**src/rtl/hazard_pkg.sv**
```systemverilog
// Shared types and constants for the RV32I pipeline hazard controller.
//   fwd_sel_e        : EX-stage operand source select encoding
//   mem_wait_state_e : states of the LSU wait-state FSM
//   X0_ADDR          : architectural zero register, never a real dependency
//   MW_CNT_W         : width of the wait-state down-counter (MEM_LAT <= 15)
package hazard_pkg;

    typedef enum logic [1:0] {
        FWD_RF  = 2'b00,
        FWD_WB  = 2'b01,
        FWD_MEM = 2'b10
    } fwd_sel_e;

    typedef enum logic {
        MW_IDLE = 1'b0,
        MW_WAIT = 1'b1
    } mem_wait_state_e;

    localparam int unsigned X0_ADDR  = 0;
    localparam int unsigned MW_CNT_W = 4;

endpackage

```
**src/rtl/hazard_mem_wait.sv**
```systemverilog
// LSU wait-state generator. Each access seen in M freezes the pipe for
// exactly MEM_LAT cycles, then releases for one cycle so the access can
// leave M. MEM_LAT = 0 keeps the FSM permanently idle.
// Ports:
//   clk      : clock, rising edge
//   rst_n    : asynchronous reset, active low
//   mem_req  : instruction in M is a load or store
//   mem_busy : pipe must be frozen this cycle
module hazard_mem_wait
    import hazard_pkg::*;
#(
    parameter int MEM_LAT = 0
) (
    input  logic clk,
    input  logic rst_n,
    input  logic mem_req,
    output logic mem_busy
);

    localparam logic                LAT_ON     = (MEM_LAT > 0);
    // The first busy cycle is spent in IDLE, so WAIT covers the remaining MEM_LAT-1.
    localparam logic [MW_CNT_W-1:0] LAT_RELOAD = MW_CNT_W'(MEM_LAT - 1);

    mem_wait_state_e       state;
    mem_wait_state_e       state_nxt;
    logic [MW_CNT_W-1:0]   cnt;
    logic [MW_CNT_W-1:0]   cnt_nxt;
    logic                  busy;

    always_ff @(posedge clk or negedge rst_n) begin
        if (!rst_n) begin
            state <= MW_IDLE;
            cnt   <= '0;
        end else begin
            state <= state_nxt;
            cnt   <= cnt_nxt;
        end
    end

    always_comb begin
        state_nxt = state;
        cnt_nxt   = cnt;
        busy      = 1'b0;
        case (state)
            MW_IDLE: begin
                if (mem_req && LAT_ON) begin
                    busy      = 1'b1;
                    state_nxt = MW_WAIT;
                    cnt_nxt   = LAT_RELOAD;
                end
            end
            MW_WAIT: begin
                if (cnt != '0) begin
                    busy    = 1'b1;
                    cnt_nxt = cnt - MW_CNT_W'(1);
                end else begin
                    // Release cycle: mem_req is ignored here because it is still
                    // the same access; a follow-on access arrives on this edge.
                    state_nxt = MW_IDLE;
                end
            end
            default: begin
                state_nxt = MW_IDLE;
            end
        endcase
    end

    // Held low while reset is asserted, even if mem_req is already high.
    assign mem_busy = busy & rst_n;

endmodule

```
**src/rtl/hazard_ctrl_unit.sv**
```systemverilog
// Central hazard controller for the 5-stage RV32I pipeline (F/D/E/M/W).
// Generates operand forwarding selects, load-use / RAW stalls, redirect
// flushes and LSU wait-state freezes, and keeps saturating perf counters.
// Ports:
//   i_clk, i_rst_n          : clock (rising edge), async active-low reset
//   i_rs*_addr_D/_used_D    : source registers read by the instruction in D
//   i_rs*_addr_E            : source registers of the instruction in E
//   i_rd_addr_E/_wren_E     : destination of E;  i_is_load_E marks a load
//   i_rd_addr_M/_wren_M     : destination of M;  i_mem_req_M marks LSU access
//   i_rd_addr_W/_wren_W     : destination of W
//   i_pc_sel_E              : taken branch/jump resolved in E
//   o_stall_F/D/E/M         : hold PC / pipeline registers
//   o_flush_D/E/W           : bubble into the following stage
//   o_fwd_a_E, o_fwd_b_E    : operand source, 00 regfile, 01 W, 10 M
//   o_mem_busy              : wait FSM is freezing the pipe
//   o_stall_cnt             : cycles with o_stall_F high (saturating)
//   o_flush_cnt             : redirects taken (saturating)
module hazard_ctrl_unit
    import hazard_pkg::*;
#(
    parameter int REG_AW  = 5,
    parameter bit FWD_EN  = 1'b1,
    parameter int MEM_LAT = 0,
    parameter int CNT_W   = 32
) (
    input  logic              i_clk,
    input  logic              i_rst_n,
    input  logic [REG_AW-1:0] i_rs1_addr_D,
    input  logic [REG_AW-1:0] i_rs2_addr_D,
    input  logic              i_rs1_used_D,
    input  logic              i_rs2_used_D,
    input  logic [REG_AW-1:0] i_rs1_addr_E,
    input  logic [REG_AW-1:0] i_rs2_addr_E,
    input  logic [REG_AW-1:0] i_rd_addr_E,
    input  logic              i_rd_wren_E,
    input  logic              i_is_load_E,
    input  logic [REG_AW-1:0] i_rd_addr_M,
    input  logic              i_rd_wren_M,
    input  logic              i_mem_req_M,
    input  logic [REG_AW-1:0] i_rd_addr_W,
    input  logic              i_rd_wren_W,
    input  logic              i_pc_sel_E,
    output logic              o_stall_F,
    output logic              o_stall_D,
    output logic              o_flush_D,
    output logic              o_stall_E,
    output logic              o_flush_E,
    output logic              o_stall_M,
    output logic              o_flush_W,
    output logic [1:0]        o_fwd_a_E,
    output logic [1:0]        o_fwd_b_E,
    output logic              o_mem_busy,
    output logic [CNT_W-1:0]  o_stall_cnt,
    output logic [CNT_W-1:0]  o_flush_cnt
);

    // A write to x0 is architecturally discarded, so it never creates a dependency.
    function automatic logic addr_hit(input logic [REG_AW-1:0] a,
                                      input logic [REG_AW-1:0] b);
        return (a == b) && (a != REG_AW'(X0_ADDR));
    endfunction

    function automatic fwd_sel_e fwd_pick(input logic [REG_AW-1:0] rs,
                                          input logic              wren_m,
                                          input logic [REG_AW-1:0] rd_m,
                                          input logic              wren_w,
                                          input logic [REG_AW-1:0] rd_w);
        // M holds the younger result, so it wins over W.
        if (wren_m && addr_hit(rd_m, rs)) begin
            return FWD_MEM;
        end else if (wren_w && addr_hit(rd_w, rs)) begin
            return FWD_WB;
        end
        return FWD_RF;
    endfunction

    function automatic logic [CNT_W-1:0] sat_inc(input logic [CNT_W-1:0] v);
        return (&v) ? v : v + CNT_W'(1);
    endfunction

    logic     mem_busy;
    logic     hit_d_e;
    logic     hit_d_m;
    logic     ld_use;
    logic     raw_stall;
    logic     hazard_stall;
    logic     redirect_take;
    fwd_sel_e fwd_a;
    fwd_sel_e fwd_b;

    hazard_mem_wait #(
        .MEM_LAT (MEM_LAT)
    ) u_mem_wait (
        .clk      (i_clk),
        .rst_n    (i_rst_n),
        .mem_req  (i_mem_req_M),
        .mem_busy (mem_busy)
    );

    // Does any source actually read by D match the destination in E / M?
    assign hit_d_e = (i_rs1_used_D && addr_hit(i_rs1_addr_D, i_rd_addr_E)) ||
                     (i_rs2_used_D && addr_hit(i_rs2_addr_D, i_rd_addr_E));
    assign hit_d_m = (i_rs1_used_D && addr_hit(i_rs1_addr_D, i_rd_addr_M)) ||
                     (i_rs2_used_D && addr_hit(i_rs2_addr_D, i_rd_addr_M));

    // Load data is only available after M, so even with forwarding one bubble is needed.
    assign ld_use = i_is_load_E && i_rd_wren_E && hit_d_e;

    // Without forwarding, D must wait until the producer reaches W
    // (regfile writes before it is read, so W itself is safe).
    assign raw_stall = !FWD_EN && ((i_rd_wren_E && hit_d_e) || (i_rd_wren_M && hit_d_m));

    assign hazard_stall = ld_use || raw_stall;

    // A redirect blocked by the memory freeze stays pending in E and is taken later.
    assign redirect_take = i_pc_sel_E && !mem_busy && i_rst_n;

    always_comb begin
        fwd_a = FWD_RF;
        fwd_b = FWD_RF;
        if (FWD_EN && i_rst_n) begin
            fwd_a = fwd_pick(i_rs1_addr_E, i_rd_wren_M, i_rd_addr_M, i_rd_wren_W, i_rd_addr_W);
            fwd_b = fwd_pick(i_rs2_addr_E, i_rd_wren_M, i_rd_addr_M, i_rd_wren_W, i_rd_addr_W);
        end
    end

    assign o_fwd_a_E = fwd_a;
    assign o_fwd_b_E = fwd_b;

    // Priority: memory freeze > redirect > data hazard.
    always_comb begin
        o_stall_F = 1'b0;
        o_stall_D = 1'b0;
        o_flush_D = 1'b0;
        o_stall_E = 1'b0;
        o_flush_E = 1'b0;
        o_stall_M = 1'b0;
        o_flush_W = 1'b0;
        if (!i_rst_n) begin
            // everything held low during reset
        end else if (mem_busy) begin
            o_stall_F = 1'b1;
            o_stall_D = 1'b1;
            o_stall_E = 1'b1;
            o_stall_M = 1'b1;
            o_flush_W = 1'b1;
        end else if (i_pc_sel_E) begin
            // The dependent instruction in D is squashed, so its stall is moot.
            o_flush_D = 1'b1;
            o_flush_E = 1'b1;
        end else if (hazard_stall) begin
            o_stall_F = 1'b1;
            o_stall_D = 1'b1;
            o_flush_E = 1'b1;
        end
    end

    assign o_mem_busy = mem_busy;

    always_ff @(posedge i_clk or negedge i_rst_n) begin
        if (!i_rst_n) begin
            o_stall_cnt <= '0;
            o_flush_cnt <= '0;
        end else begin
            if (o_stall_F) begin
                o_stall_cnt <= sat_inc(o_stall_cnt);
            end
            if (redirect_take) begin
                o_flush_cnt <= sat_inc(o_flush_cnt);
            end
        end
    end

endmodule

```
**config.mk**
```make
export PLATFORM = sky130hd
export DESIGN_NAME = hazard_ctrl_unit
export DESIGN_NICKNAME = d
export VERILOG_FILES = /design/src/rtl/hazard_pkg.sv /design/src/rtl/hazard_mem_wait.sv /design/src/rtl/hazard_ctrl_unit.sv
export SDC_FILE = /design/constraint.sdc
export NUM_CORES = 1
export LEC_CHECK = 0
export CORE_MARGIN = 2
export CORE_UTILIZATION = 48
export CTS_BUF_LIST = sky130_fd_sc_hd__clkbuf_4 sky130_fd_sc_hd__clkbuf_8
export CTS_CLUSTER_SIZE = 8
export DETAILED_ROUTE_END_ITERATION = 16
export PLACE_DENSITY = 0.83
export SYNTH_ARGS = -nofsm -noshare
export SYNTH_HDL_FRONTEND = slang
export SYNTH_SLANG_ARGS = --single-unit
```
**constraint.sdc**
```tcl
create_clock -name i_clk -period 3 [get_ports i_clk]
set_input_delay 0.3 -clock i_clk [delete_from_list [all_inputs] [get_ports i_clk]]
set_output_delay 0.3 -clock i_clk [all_outputs]
set_load 0.05 [all_outputs]
```
==> qor.txt, run 1 <==
Final Wtd Congestion = 0.869
Net count after synthesis = 404
Starting density of the core = 50.3%
Share of layout cells above drive strength 1 = 8.47%
Post-synth EDFFs = 0
Main flop type after synthesis = dfrtp_1
Growth of design area from synthesis to finish = 42.8%
Fmax = 352 MHz
DR DRC count = 0
Die height = 91.7 um
Clk_lat worst skew = 0.34 ns
Dpl ws = 0.169 ns
Power Density = 445 mW/mm^2
Combinational fraction of design power = 19.2%
Die area = 0.00841 sq mm
VDD IR-drop max = 0.300 mV
GR Overflow Total = 0
Fin crit share = 94.7%
Final Max Slew Viols = 0
Final wirelength = 8900 um
Placed cell count = 567
PortBufs = 119
Seq pwr share = 44.2%
First-pass GRT wire length = 15200 um
Clock power share = 36.6%
CP Capture Type = output port
Drt via density = 5.40
Critical path arrival = 2.54 ns
Worst EP required = 2.70 ns
N_diodes = 0
Core Box Area = 0.00733 sq mm
Crit path kind = primary input to output port
Cell count after synthesis = 356
Library cells used by synthesis = 40
Pint = 1.65 mW
Vias in the first global route = 3165
Worst-Margin Slew = 0.608 ns
Worst slew margin = 58.4%
Iteration-0 DRC count of the detailed router = 123
CP max FO = 3
Final TNS setup = 0 ns
Routed len/inst = 15.3 um
# IOs = 121
Nets = 527
Minimum clock period = 2.84 ns
Clock Skew = 0.00994 ns
Asr flop ratio synth = 100%
Gr usage total = 22.5%
Leak = 2.29 nW
Avg Cell Area, Syn = 10.4 sq um
Final cell count without fillers = 583
Netlist Area Pre-Place = 0.00369 sq mm
Post-DP HPWL = 6770 um
Sw Ratio = 29.6%
Routed Antenna Nets = 0
Pre-antenna DRT Iters = 4
Hold WC Path Type = primary input to async pin
Clock transition at path regs = 0.07 ns
Rows = 31
Final Hold Fails = 0
CTS H-tree lvls = 3
Outcome = complete, no violations
P_sw = 0.693 mW
Die width = 91.7 um
MaxCap Viol Count = 0
Setup violators final = 0
Initial antenna violation count = 0
Final Worst Setup Slack = 0.158 ns
Register area share after synthesis = 46.8%
Largest net degree at the start of global routing = 43
Clock tree buffer depth = 2
Clock root buffer = clkbuf_8
CTS tree = built
Synth warn = 0
CTS buffer count = 9
Setup crit start kind = primary input
Clock sinks = 69
Flops & latches, synth = 69
Vias = 3146
Unrepaired setup endpoints after global routing = no
## metrics by stage
stage	power, mW	hold WS (ns)	utilization, %	cell area, sq um
finish	2.34	0.129	71.9	5270
global route	2.44	0.158	71.9	5270
CTS	2.36	0.129	71.8	5260
detailed placement	1.51	0.482	68.6	5030
global placement	1.50	0.474	68.6	5030
floorplan	1.29	0.00441	-	3690
## synth_stat cells (2+ instances only)
| cell | count | area, sq um |
|---|---|---|
| nand3_1 | 26 | 130 |
| and2_1 | 8 | 50.1 |
| mux2_2 | 2 | 22.5 |
| o211ai_1 | 2 | 15.0 |
| xnor2_1 | 61 | 534 |
| or4_4 | 2 | 22.5 |
| buf_4 | 4 | 30.0 |
| o41ai_1 | 2 | 17.5 |
| a21oi_1 | 3 | 15.0 |
| dfrtp_1 | 69 | 1730 |
| nor2_1 | 14 | 52.6 |
| nor3_1 | 8 | 40.0 |
| and4_2 | 2 | 20.0 |
| and4_1 | 8 | 70.1 |
| nand2_1 | 27 | 101 |
| xor2_1 | 29 | 254 |
| nand4_1 | 25 | 156 |
| inv_1 | 10 | 37.5 |
| nor4_1 | 6 | 37.5 |
| or4_1 | 6 | 45.0 |
| o21ai_0 | 3 | 15.0 |
| ha_1 | 3 | 37.5 |
| and3_1 | 15 | 93.8 |
| clkbuf_1 | 5 | 18.8 |
## sequential cells by signal, indices dropped and copies added, names as in the netlist
register          count
o_flush_cnt          32
o_stall_cnt          32
u_mem_wait.cnt        4
u_mem_wait.state      1
## critical path, stage by stage
cell and delay (ns):
clkdlybuf4s50_1 0.49, or4_1 0.53, o21ai_0 0.23, nor4_1 0.11, and2_1 0.18, clkdlybuf4s50_1 0.70
## power groups by stage
stage          registers, mW  logic (mW)  clock network (mW)
6_report                1.04       0.449               0.859
3_3_place_gp            1.05       0.445                   0
5_1_grt                 1.04       0.477               0.924
3_5_place_dp            1.06       0.451                   0
2_1_floorplan           1.18       0.114                   0
4_1_cts                 1.04       0.452               0.876
## area by class of cell
type,count,area (sq um)
Sequential cell,69,1730
Timing Repair Buffer,122,1280
Inverter,10,37.5
Clock inverter,6,93.8
Clock buffer,10,138
Multi-Input combinational cell,267,1880
Tap cell,99,124
Fill cell,522,2060
## placed cells by master, fill, tap and decap left out, drive strengths merged, types with 2 or more instances in the layout
cell           netlist  routed
a21oi                3       3
and2                 8       8
and3                16      16
and4                10      10
buf                  5      11
bufinv               0       2
clkbuf               5      10
clkdlybuf4s50        0     107
dfrtp               69      69
dlymetal6s2s         0       4
ha                   3       3
inv                 10      12
mux2                 2       2
nand2               27      27
nand3               26      26
nand4               27      27
nor2                15      15
nor3                 8       8
nor4                 6       6
o211ai               2       2
o21ai                3       3
o41ai                2       2
or4                  8       8
xnor2               61      61
xor2                29      29
## logic make-up after synthesis
family / synth area share [%]
buffers and inverters: 2.47
muxes: 0.610
adders and majority gates: 1.02
AOI/OAI and AO/OA: 3.12
xor gates and xnor gates: 21.4
DFF: 46.8
and+or+nand+nor: 24.6
## layer usage
metal,share of wire (%),GRT usage (%)
met5,0,0
met4,0.98,7.09
met3,4.6,4.77
met2,51,37.9
met1,43,29.1
## repair_timing
item                                    in CTS  in global routing
endpoints found under the setup margin       0                  4
setup buffers                                0                  0
hold buffers                                 0                  0
hold endpoints to repair                     0                  0
resized for setup                            0                  4
## worst paths after layout
path	start	to	slack, ns	depth (start not counted)
worst min register to register	o_stall_cnt[17]$_DFFE_PN0P_	o_stall_cnt[17]$_DFFE_PN0P_	0.49	1
min in group i_clk	o_stall_cnt[17]$_DFFE_PN0P_	o_stall_cnt[17]$_DFFE_PN0P_	0.49	1
max in group asynchronous	i_rst_n	o_stall_cnt[3]$_DFFE_PN0P_	2.43	2
worst max register to register	u_mem_wait.cnt[0]$_DFFE_PN0P_	o_flush_cnt[27]$_DFFE_PN0P_	0.36	8
worst min-delay path	i_rst_n	u_mem_wait.state$_DFF_PN0_	0.13	2
worst max-delay path	i_rd_addr_M[0]	o_fwd_b_E[1]	0.16	6
(Power assumes the default switching activity.)
==> run 2: changes to the inputs <==
SYNTH_HIERARCHICAL = 1   (was not set)
clock period = 2.9 ns   (was 3 ns; I/O delays follow)
==> qor.txt, run 2 <==
Outcome = complete, no violations (unchanged)
First-pass GRT wire length = 14600 um (was 15200 um)
Leak = 2.39 nW (was 2.29 nW)
Core Box Area = 0.00765 sq mm (was 0.00733 sq mm)
Minimum clock period = 2.66 ns
Top post-synthesis cells by area = dfrtp_1, xor2_1, xnor2_1 (was dfrtp_1, xnor2_1, xor2_1)
Setup Buffers After CTS = 0 (unchanged)
N_diodes = 0 (unchanged)
Clock tree buffer depth = 2 (unchanged)
Final Util = 69.3% (was 71.9%)
DR DRC count = 0 (unchanged)
Post-DP HPWL = 6650 um (was 6770 um)
VDD IR-drop max = 0.212 mV (was 0.300 mV)
Library cells used by synthesis = 49 (was 40)
Critical path arrival = 2.89 ns (was 2.54 ns)
Largest regs = o_flush_cnt: 32 flops, o_stall_cnt: 32 flops, u_mem_wait/cnt: 4 flops (was o_flush_cnt: 32 flops, o_stall_cnt: 32 flops, u_mem_wait.cnt: 4 flops)
Final Max Slew Viols = 0 (unchanged)
Rows = 32 (was 31)
Final TNS setup = 0 ns (unchanged)
Nets = 543 (was 527)
Clk_lat worst skew = 0.35 ns (was 0.34 ns)
Commonest non-fill, non-tap cell in the layout = clkdlybuf4s50_1 (unchanged)
Iteration-0 DRC count of the detailed router = 84 (was 123)
Placed Area = 0.00510 sq mm (was 0.00503 sq mm)
Setup violators final = 0 (unchanged)
PortBufs = 119 (unchanged)
Clock root buffer = clkbuf_8 (unchanged)
MaxCap Viol Count = 0 (unchanged)
Final Worst Setup Slack = 0.244 ns (was 0.158 ns)
Vias in the first global route = 3216 (was 3165)
Final wirelength = 8730 um (was 8900 um)
Share of layout cells above drive strength 1 = 11.2% (was 8.47%)
Clock sinks = 69 (unchanged)
Count leader, synth = dfrtp_1 (unchanged)
Initial antenna violation count = 0 (unchanged)
Gr usage total = 21.4% (was 22.5%)
CTS buffer count = 9 (unchanged)
Die area = 0.00851 sq mm (was 0.00841 sq mm)
Main flop type after synthesis = dfrtp_1 (unchanged)
GR Overflow Total = 0 (unchanged)
Cell count after synthesis = 362 (was 356)
Fin crit share = 91.6%
Net count after synthesis = 410 (was 404)
Avg Cell Area, Syn = 10.3 sq um (was 10.4 sq um)
Dpl ws = 0.145 ns (was 0.169 ns)
Pre-antenna DRT Iters = 4 (unchanged)
CP Capture Type = flip-flop (was output port)
Hold WC Path Type = primary input to async pin (unchanged)
Unrepaired setup endpoints after global routing = no (unchanged)
CTS tree = built (unchanged)
Clock transition at path regs = 0.08 ns (was 0.07 ns)
Post-synth EDFFs = 0 (unchanged)
Asr flop ratio synth = 100% (unchanged)
Die width = 92.2 um (was 91.7 um)
Crit path kind = flip-flop to flip-flop (was primary input to output port)
Routed len/inst = 14.5 um (was 15.3 um)
Vias = 3242 (was 3146)
Worst-Margin Slew = 0.533 ns (was 0.608 ns)
Die height = 92.2 um (was 91.7 um)
Drt via density = 5.39 (was 5.40)
Growth of design area from synthesis to finish = 41.9% (was 42.8%)
Starting density of the core = 48.9% (was 50.3%)
Routed Antenna Nets = 0 (unchanged)
Power Density = 422 mW/mm^2 (was 445 mW/mm^2)
Largest net degree at the start of global routing = 29 (was 43)
Worst slew margin = 64.4% (was 58.4%)
Clock Skew = 0.0111 ns (was 0.00994 ns)
Final Wtd Congestion = 0.851 (was 0.869)
Synth warn = 6 (was 0)
Netlist Area Pre-Place = 0.00374 sq mm (was 0.00369 sq mm)
CTS H-tree lvls = 3 (unchanged)
Synth area leader = dfrtp_1 (unchanged)
Final Hold Fails = 0 (unchanged)
Post-route cell area = 0.00530 sq mm (was 0.00527 sq mm)
Fmax = 377 MHz
Setup crit start kind = flip-flop (was primary input)
Commonest non-fill, non-tap cells in the layout = clkdlybuf4s50_1, dfrtp_1, xor2_1 (was clkdlybuf4s50_1, dfrtp_1, xnor2_1)
# IOs = 121 (unchanged)
Post-synth top cells = dfrtp_1, xor2_1, xnor2_1 (was dfrtp_1, xnor2_1, xor2_1)
Flops & latches, synth = 69 (unchanged)
Top cell type's share of synthesized area = 46.2% (was 46.8%)
CP max FO = 5 (was 3)
Worst EP required = 3.14 ns (was 2.70 ns)
Register area share after synthesis = 46.2% (was 46.8%)
[run 2: cell count changes after synthesis, sizes merged, moves of 3 or more]
cell   before  now
nand4      27   15
nor3b       1    4
and2        8    5
nor4        6   20
and3       16   10
or4         8    5
xor2       29   54
and4       10    6
xnor2      61   34
nor3        8   18
[run 2: power by group]
part	leakage (nW)	internal [mW]	switching (mW)	total [mW]
combinational	1.36	0.196	0.279	0.474
sequential	0.945	1.00	0.0598	1.06
clock	0.0820	0.312	0.389	0.701
total	2.39	1.51	0.728	2.24
[run 2: cells by family (layout without fill, tap and decap cells)]
family	count (synthesis)	count (layout)	synth area share, %
compound gates	16	16	2.81
xor+xnor	88	88	20.6
fa+ha+maj	3	3	1.00
buf+inv	19	157	2.65
flops	69	69	46.2
mux	5	5	1.47
simple gates	162	162	25.2
[run 2: worst max-delay path: stages (launching register included)]
cell and delay [ns]:
dfrtp_1 0.38, inv_1 0.09, ha_1 0.23, inv_1 0.06
o31a_2 0.33, and2_1 0.21, nand3b_1 0.30, nor2_1 0.16
nand2_1 0.13, nor4_2 0.35, nand4_1 0.18, xnor2_1 0.15
[run 2: routing by layer]
metal  global-route usage, %  wire, um  vias to the layer above
met5                       0         0                        -
met4                    7.21       138                        0
met3                    5.51       546                       16
met2                    35.4      4150                      113
met1                    27.4      3900                     1558
li1                        -         -                     1555
[run 2: through the flow]
step | hold slack (ns) | cells | power [mW]
3_3_place_gp | 0.154 | 585 | 1.54
2_1_floorplan | -0.00559 | 362 | 1.33
6_report | 0.328 | 602 | 2.24
3_5_place_dp | 0.155 | 585 | 1.56
5_1_grt | 0.331 | 602 | 2.34
4_1_cts | 0.307 | 602 | 2.26
[run 2: repair_timing]
item / CTS / global route
hold endpoints to repair: 1 / 0
endpoints found under the setup margin: 0 / 6
gates resized for setup: 0 / 5
hold buffers: 1 / 0
[run 2: path summary, 6_finish.rpt]
check	from	end	slack [ns]	depth (start not counted)
max	u_mem_wait/cnt[0]$_DFFE_PN0P_	o_flush_cnt[31]$_DFFE_PN0P_	0.24	11
min	i_rst_n	u_mem_wait/cnt[2]$_DFFE_PN0P_	0.33	2
max reg2reg	u_mem_wait/cnt[0]$_DFFE_PN0P_	o_flush_cnt[31]$_DFFE_PN0P_	0.24	11
min reg2reg	o_stall_cnt[22]$_DFFE_PN0P_	o_stall_cnt[22]$_DFFE_PN0P_	0.49	1
max in group asynchronous	i_rst_n	o_stall_cnt[13]$_DFFE_PN0P_	1.96	3
min in group i_clk	o_stall_cnt[22]$_DFFE_PN0P_	o_stall_cnt[22]$_DFFE_PN0P_	0.49	1
[run 2: area by class of cell]
class	count	area (sq um)
Timing Repair Buffer	132	1310
Clock buffer	9	124
Sequential cell	69	1730
Clock inverter	7	50.0
Inverter	9	33.8
Fill cell	598	2340
Tap cell	102	128
Multi-Input combinational cell	274	1930
==> run 3: changes to the inputs <==
CORE_ASPECT_RATIO = 1.1   (was not set)
==> qor.txt, run 3 (synthesis results as in run 2) <==
Fmax = 361 MHz (was 377 MHz)
Final Util = 70.2% (was 69.3%)
Nets = 540 (was 543)
Min-delay src = o_stall_cnt[22]$_DFFE_PN0P_
Vias in the first global route = 3389 (was 3216)
Die height = 96.5 um (was 92.2 um)
Crit path kind = flip-flop to output port (was flip-flop to flip-flop)
Reg2reg setup slack = 0.29 ns (was 0.24 ns)
Hold WC Path Type = flip-flop to flip-flop (was primary input to async pin)
Clock tree buffer depth = 2 (unchanged)
Dpl ws = 0.256 ns (was 0.145 ns)
Critical path arrival = 2.48 ns (was 2.89 ns)
Post-DP HPWL = 6860 um (was 6650 um)
Critical Path Stages = 8 (was 11)
CP Capture Point = o_flush_W (was o_flush_cnt[31]$_DFFE_PN0P_)
Routed len/inst = 15.2 um (was 14.5 um)
Pre-antenna DRT Iters = 4 (unchanged)
MaxCap Viol Count = 0 (unchanged)
Setup crit start kind = flip-flop (unchanged)
Power Density = 423 mW/mm^2 (was 422 mW/mm^2)
Multi-input logic area = 0.00192 sq mm (was 0.00193 sq mm)
Initial antenna violation count = 0 (unchanged)
N_diodes = 0 (unchanged)
PortBufs = 119 (unchanged)
Filler Cell Count = 550 (was 598)
Final Max Slew Viols = 0 (unchanged)
Worst EP required = 2.61 ns (was 3.14 ns)
Clock Skew = 0.00683 ns (was 0.0111 ns)
Clock sinks = 69 (unchanged)
Outcome = complete, no violations (unchanged)
CP Capture Type = output port (was flip-flop)
CTS buffer count = 9 (unchanged)
Final TNS setup = 0 ns (unchanged)
DR DRC count = 0 (unchanged)
Final Wtd Congestion = 0.832 (was 0.851)
Seq pwr share = 47.6% (was 47.5%)
Most used cell, CP = inv_1 (unchanged)
Cells along the critical path = inv_1 -> ha_1 -> inv_1 -> o31a_2 -> and2_1 -> nand2_1 -> inv_1 -> clkdlybuf4s50_1 (was inv_1 -> ha_1 -> inv_1 -> o31a_2 -> and2_1 -> nand3b_1 -> nor2_1 -> nand2_1 -> nor4_2 -> nand4_1 -> xnor2_1)
CTS tree = built (unchanged)
Setup Buffers After CTS = 0 (unchanged)
Clock transition at path regs = 0.08 ns (about the same)
Reg-to-reg endpoint = o_flush_cnt[23]$_DFFE_PN0P_ (was o_flush_cnt[31]$_DFFE_PN0P_)
Commonest non-fill, non-tap cell in the layout = clkdlybuf4s50_1 (unchanged)
Final wirelength = 9130 um (was 8730 um)
P_sw = 0.720 mW (was 0.728 mW)
Combinational fraction of design power = 21.3% (was 21.2%)
Die width = 88.1 um (was 92.2 um)
CP max FO = 4 (was 5)
Setup violators final = 0 (unchanged)
# IOs = 121 (unchanged)
Crit path from = u_mem_wait/cnt[0]$_DFFE_PN0P_ (unchanged)
Core Box Area = 0.00751 sq mm (was 0.00765 sq mm)
Clock root buffer = clkbuf_8 (unchanged)
GR Overflow Total = 0 (unchanged)
R2r startpoint = u_mem_wait/cnt[0]$_DFFE_PN0P_ (unchanged)
Final Worst Setup Slack = 0.132 ns (was 0.244 ns)
Iteration-0 DRC count of the detailed router = 119 (was 84)
Final Hold Fails = 0 (unchanged)
Rows = 33 (was 32)
Routed Antenna Nets = 0 (unchanged)
First-pass GRT wire length = 15300 um (was 14600 um)
Reg area = 0.00173 sq mm (unchanged)
CP max-delay cell = clkdlybuf4s50_1 (was dfrtp_1)
VDD IR-drop max = 0.230 mV (was 0.212 mV)
Family with the most delay on the worst path = buffers and inverters (was simple AND/OR/NAND/NOR gates)
Die area = 0.00851 sq mm (about the same)
R2R depth = 11 (unchanged)
Sw Ratio = 32.3% (was 32.5%)
Largest net degree at the start of global routing = 55 (was 29)
Vias = 3257 (was 3242)
Drt via density = 5.41 (was 5.39)
Minimum clock period = 2.77 ns (was 2.66 ns)
Largest regs = o_flush_cnt: 32 flops, o_stall_cnt: 32 flops, u_mem_wait/cnt: 4 flops (unchanged)
Share of layout cells above drive strength 1 = 10.3% (was 11.2%)
Fin crit share = 95.4% (was 91.6%)
Worst-Margin Slew = 0.682 ns (was 0.533 ns)
Crit-path max cell delay = 0.70 ns (was 0.38 ns)
Worst slew margin = 54.6% (was 64.4%)
Pint = 1.51 mW (about the same)
Clock power share = 31.1% (was 31.3%)
Growth of design area from synthesis to finish = 41.1% (was 41.9%)
Leak = 2.34 nW (was 2.39 nW)
Buf/Inv on CP = 4 (was 2)
Gr usage total = 22.8% (was 21.4%)
Unrepaired setup endpoints after global routing = no (unchanged)
Starting density of the core = 49.7% (was 48.9%)
CTS H-tree lvls = 3 (unchanged)
Clk_lat worst skew = 0.34 ns (was 0.35 ns)
Commonest non-fill, non-tap cells in the layout = clkdlybuf4s50_1, dfrtp_1, xor2_1 (unchanged)
run 3: cell count changes in the layout (fill, tap and decap cells not counted), sizes merged:
cell,change
inv,-1
buf,-3
dlymetal6s2s,-2
clkdlybuf4s50,+2
clkinv,+1
run 3: power groups by stage:
stage                     Clock, mW  Combinational (mW)  Sequential [mW]
after floorplan                   0               0.112             1.22
after global placement            0               0.464             1.08
after detailed placement          0               0.477             1.08
after CTS                     0.707               0.479             1.06
after global routing          0.751               0.506             1.07
final                         0.694               0.476             1.06
run 3: area by class of cell:
cell class,count,share of cell area (%)
Clock buffer,9,2.35
Tap cell,105,2.49
Inverter,9,0.641
Multi-Input combinational cell,274,36.5
Timing Repair Buffer,129,24.3
Clock inverter,7,0.949
Sequential cell,69,32.7
run 3: metal layers:
metal | share of wire [%] | vias to the layer above | GRT usage, %
met5 | 0 | - | 0
met4 | 2.4 | 0 | 10.7
met3 | 6.8 | 21 | 4.84
met2 | 50 | 127 | 38.8
met1 | 41 | 1564 | 27.6
li1 | - | 1545 | -
run 3: worst min path at each step:
| stage | slack (ns) | depth (start not counted) | endpoint |
|---|---|---|---|
| global route | 0.52 | 1 | o_stall_cnt[22]$_DFFE_PN0P_ |
| detailed placement | 0.35 | 2 | o_flush_cnt[20]$_DFFE_PN0P_ |
| finish | 0.49 | 1 | o_stall_cnt[22]$_DFFE_PN0P_ |
| CTS | 0.49 | 1 | o_stall_cnt[22]$_DFFE_PN0P_ |
| floorplan | -0.006 | 0 | o_flush_cnt[0]$_DFFE_PN0P_ |
| global placement | 0.33 | 2 | o_flush_cnt[20]$_DFFE_PN0P_ |
run 3: through the flow:
step           power (mW)  std cells  instance area [sq um]  hold WS, ns
2_1_floorplan        1.33        362                   3750     -0.00559
3_3_place_gp         1.54        585                   5090        0.331
3_5_place_dp         1.56        585                   5090        0.347
4_1_cts              2.25        602                   5270        0.493
5_1_grt              2.33        602                   5270        0.518
6_report             2.23        602                   5270        0.488
run 3: timing repair:
action                                  CTS  global route
hold buffers                              1             0
resized for setup                         0             1
endpoints found under the setup margin    0             1
endpoints found under the hold margin    15             0
==> RTL change 1: new RTL, flow settings as in run 2 <==
Change the parameter `CNT_W` from 32 to 40.
--- a/src/rtl/hazard_ctrl_unit.sv
+++ b/src/rtl/hazard_ctrl_unit.sv
@@ -23,3 +23,3 @@
     parameter int MEM_LAT = 0,
-    parameter int CNT_W   = 32
+    parameter int CNT_W   = 40
 ) (
Interface: changed (resized o_flush_cnt and o_stall_cnt); port bits go from 121 to 137. The function was not compared with the original's and may differ.
==> RTL change 1 against run 2 <==
Area after synthesis grew 25%; wire length grew 31%; critical path depth shrank 2; total power grew 13%; non-clock buffer count grew 11; worst setup slack lost 67 ps; combinational power grew 2%; sequential cell count grew 16; synthesized cell count grew 26%; final area grew 20%.
==> RTL change 1: results (changes against run 2) <==
| Metric | Value |
|---|---|
| Largest net degree at the start of global routing | `73 (+150%)` |
| Fin cells | `731 (+21%)` |
| Largest regs | `o_flush_cnt (40), o_stall_cnt (40), u_mem_wait/cnt (4)` |
| Top cells by count, synth | `85 x dfrtp_1, 59 x xor2_1, 48 x xnor2_1` |
| Met2 WL | `5.55 mm (+34%)` |
| DP Area | `0.00617 sq mm (+21%)` |
| Final setup skew | `10.0 ps (-1.08 ps)` |
| Reg2Reg Depth | `10 (-1)` |
| Pwr/cell area | `399 mW/mm^2 (-5.5%)` |
| Tightest Pin Transition | `890 ps (+357 ps)` |
| Port bufs | `135 (+13%)` |
| Dpl ws | `223 ps (+77.4 ps)` |
| Post-synthesis xor/xnor area fraction | `20.1% (-0.48 points)` |
| Met3 usage | `5.75% (+0.24 points)` |
| Clock root buffer master | `clkbuf_8` |
| Gp weighted congestion | `0.870 (+2.2%)` |
| Mapped Cells | `455 (+26%)` |
| CP endpoint | `o_stall_D` |
| Nets | `645 (+19%)` |
| Via/cell ratio | `5.48 (+1.8%)` |
| Overall Global Routing Usage | `21.9% (+0.53 points)` |
| Worst-path fanout max | `8 (+3)` |
| CP arrival | `2430 ps (-460 ps)` |
| WL per Instance | `15.7 um (+8.1%)` |
| Mux contribution to synthesized area | `0.699% (-0.77 points)` |
| Synth Area in Compound Gates | `3.23% (+0.41 points)` |
| Leakage power | `2.83 nW (+19%)` |
| Top post-synthesis cells by area | `dfrtp_1 46%, xor2_1 11%, xnor2_1 9.0%` |
| Detail Placement HPWL | `8.55 mm (+29%)` |
| Post-synth cell types | `55 (+12%)` |
| Post-Syn Nets | `503 (+23%)` |
| Placed cells | `713 (+22%)` |
| Met1 Use GR | `27.7% (+0.32 points)` |
| Seq/Total Area, Yosys | `45.7% (-0.49 points)` |
| Reg-to-reg slack, setup | `280 ps (+40 ps)` |
| Post-Route M1 WL | `4.98 mm (+28%)` |
| GRT met2 Usage | `37.3% (+1.8 points)` |
| Combinational share of power | `19.0% (-2.2 points)` |
| Adder-Cell Fraction of Synth Area | `0.807% (-0.20 points)` |
| Worst r2r dst | `o_flush_cnt[32]` |
| Initial DRC count | `93 (+11%)` |
| Final critical-path setup slack | `177 ps (-67.2 ps)` |
| Ratio of cells with drive above 1 in the final layout | `9.63% (-1.6 points)` |
| Status | `completed` |
| Vias in the first global route | `4024 (+25%)` |
| VDD IR-drop max | `0.485 mV (+130%)` |
| Flop pwr share | `50.6% (+3.1 points)` |
| Int Pwr | `0.00175 W (+16%)` |
| FILL cells | `735 (+23%)` |
## RTL change 1: cell types whose count changed in the layout (fill, tap and decap cells not counted), sizes merged, moves of 4 or more
cell / run 2 / this run
nor3: 18 / 28
nand4: 15 / 25
inv: 11 / 16
dfrtp: 69 / 85
nand2: 28 / 32
buf: 21 / 16
xor2: 54 / 59
nor4: 20 / 13
nand3: 27 / 37
xnor2: 34 / 48
or2: 0 / 4
nor2: 14 / 26
clkdlybuf4s50: 107 / 123
## RTL change 1: area by class of cell
cell class,instances,area share (%)
Clock buffer,10,2.07
Clock inverter,6,0.728
Multi-Input combinational cell,345,38.0
Tap cell,129,2.54
Timing Repair Buffer,143,22.5
Sequential cell,85,33.4
Inverter,13,0.767
## RTL change 1: timing repair
action / 4_1_cts / 5_1_grt
hold buffers: 1 / 0
setup endpoints to repair: 4 / 1
endpoints found under the hold margin: 13 / 0
buffers inserted: 1 / 0
pin swaps: 1 / 0
resized for setup: 2 / 1
==> RTL change 2: new RTL, flow settings as in run 2 <==
Without the edit above. Make the reset (`i_rst_n` and `rst_n`) synchronous in 2 clocked blocks. Comments in the files are not updated.
--- a/src/rtl/hazard_mem_wait.sv
+++ b/src/rtl/hazard_mem_wait.sv
@@ -29,3 +29,3 @@
 
-    always_ff @(posedge clk or negedge rst_n) begin
+    always_ff @(posedge clk) begin
         if (!rst_n) begin
--- a/src/rtl/hazard_ctrl_unit.sv
+++ b/src/rtl/hazard_ctrl_unit.sv
@@ -159,3 +159,3 @@
 
-    always_ff @(posedge i_clk or negedge i_rst_n) begin
+    always_ff @(posedge i_clk) begin
         if (!i_rst_n) begin
Function: differs if i_rst_n is asserted again (counterexample within 4 cycles, from zero or initial values and one cycle with i_rst_n low); with i_rst_n held inactive, the same outputs for 10 cycles.
==> RTL change 2 against run 2 <==
Cell count up 16%; sequential cell count stayed put; final area rose by 7.4%; wire length grew 27%; global-route usage is 4.3 points higher; utilization increased by 0.68 points; critical path type is now flip-flop to output pin; worst setup slack worse by 120 ps; largest cell class unchanged; critical path depth is 1 lower; synthesized cell count rose by 30%; fmax is 4.4% lower; area after synthesis is 6.4% higher.
Power is not compared: it rests on default switching activity, and its combinational part moved more than twofold at a synthesized area within 25%.
==> RTL change 2: results (changes against run 2) <==
| Metric | Value |
|---|---|
| Top post-synthesis cells by area | `dfxtp_1 35%, xnor2_1 7.5%, xor2_1 4.6%` |
| Tightest Pin Transition | `542 ps (+8.52 ps)` |
| Final core occ | `70.0% (+0.68 points)` |
| Dpl ws | `247 ps (+102 ps)` |
| Final setup skew | `9.89 ps (-1.21 ps)` |
| Post-synth cell types | `58 (+18%)` |
| Synth Area in Compound Gates | `11.0% (+8.1 points)` |
| WL per Instance | `15.8 um (+9.2%)` |
| Post-Syn Nets | `518 (+26%)` |
| Vias in the first global route | `3797 (+18%)` |
| Worst setup path class | `flip-flop to output pin` |
| Post-synthesis xor/xnor area fraction | `12.1% (-8.5 points)` |
| Overall Global Routing Usage | `25.7% (+4.3 points)` |
| Mapped Cells | `470 (+30%)` |
| Via/cell ratio | `5.76 (+7.0%)` |
| Ratio of cells with drive above 1 in the final layout | `10.8% (-0.41 points)` |
| Mux contribution to synthesized area | `3.27% (+1.8 points)` |
| Seq/Total Area, Yosys | `34.7% (-11 points)` |
| Clock H-tree levels | `3 (unchanged)` |
| First-pass GRT wire length | `18.4 mm (+26%)` |
| Top cell family by delay on the critical path | `buffers and inverters` |
| Worst-path fanout max | `14 (+9)` |
| Hold Crit Class | `flip-flop to flip-flop` |
| Nets | `636 (+17%)` |
| Largest net degree at the start of global routing | `49 (+69%)` |
| CP arrival | `2490 ps (-400 ps)` |
| Routed wire length | `11.1 mm (+27%)` |
| Detail Placement HPWL | `7.89 mm (+19%)` |
| Placed cells | `678 (+16%)` |
| FILL cells | `610 (+2.0%)` |
| Worst stage delay on the critical path | `340 ps (-40 ps)` |
| Top cells by count, synth | `69 x dfxtp_1, 40 x nand2_1, 40 x nor2_1` |
| Status | `completed` |
| Adder-Cell Fraction of Synth Area | `0.944% (-0.060 points)` |
-- RTL change 2: repair_timing --
action	CTS	global route
resized for setup	0	3
endpoints found under the setup margin	2	2
gates cloned	2	0
setup buffers	1	1
-- RTL change 2: layout make-up --
type                       instances  share of cell area, %
sequential                        69                   24.3
clock inverter                     6                   1.54
timing repair buffer             129                   25.7
inverter                           9                  0.659
tap                              105                   2.31
clock buffer                      10                   2.31
multi-input combinational        370                   43.3
-- RTL change 2: final timing paths --
kind | depth (start not counted) | start | to | slack (ps)
worst min-delay path | 2 | o_stall_cnt[16] | o_stall_cnt[16] | 490
worst min register to register | 2 | o_stall_cnt[16] | o_stall_cnt[16] | 490
worst max-delay path | 10 | u_mem_wait/cnt[0] | o_stall_D | 120
worst max register to register | 11 | u_mem_wait/cnt[1] | o_stall_cnt[25] | 190
-- RTL change 2: metal layers --
layer	vias up	GRT usage (%)	wire, um
met4	0	6.64	159
met5	-	0	0
met2	149	43.9	5500
met3	14	5.67	592
li1	1951	-	-
met1	1909	32.8	4810
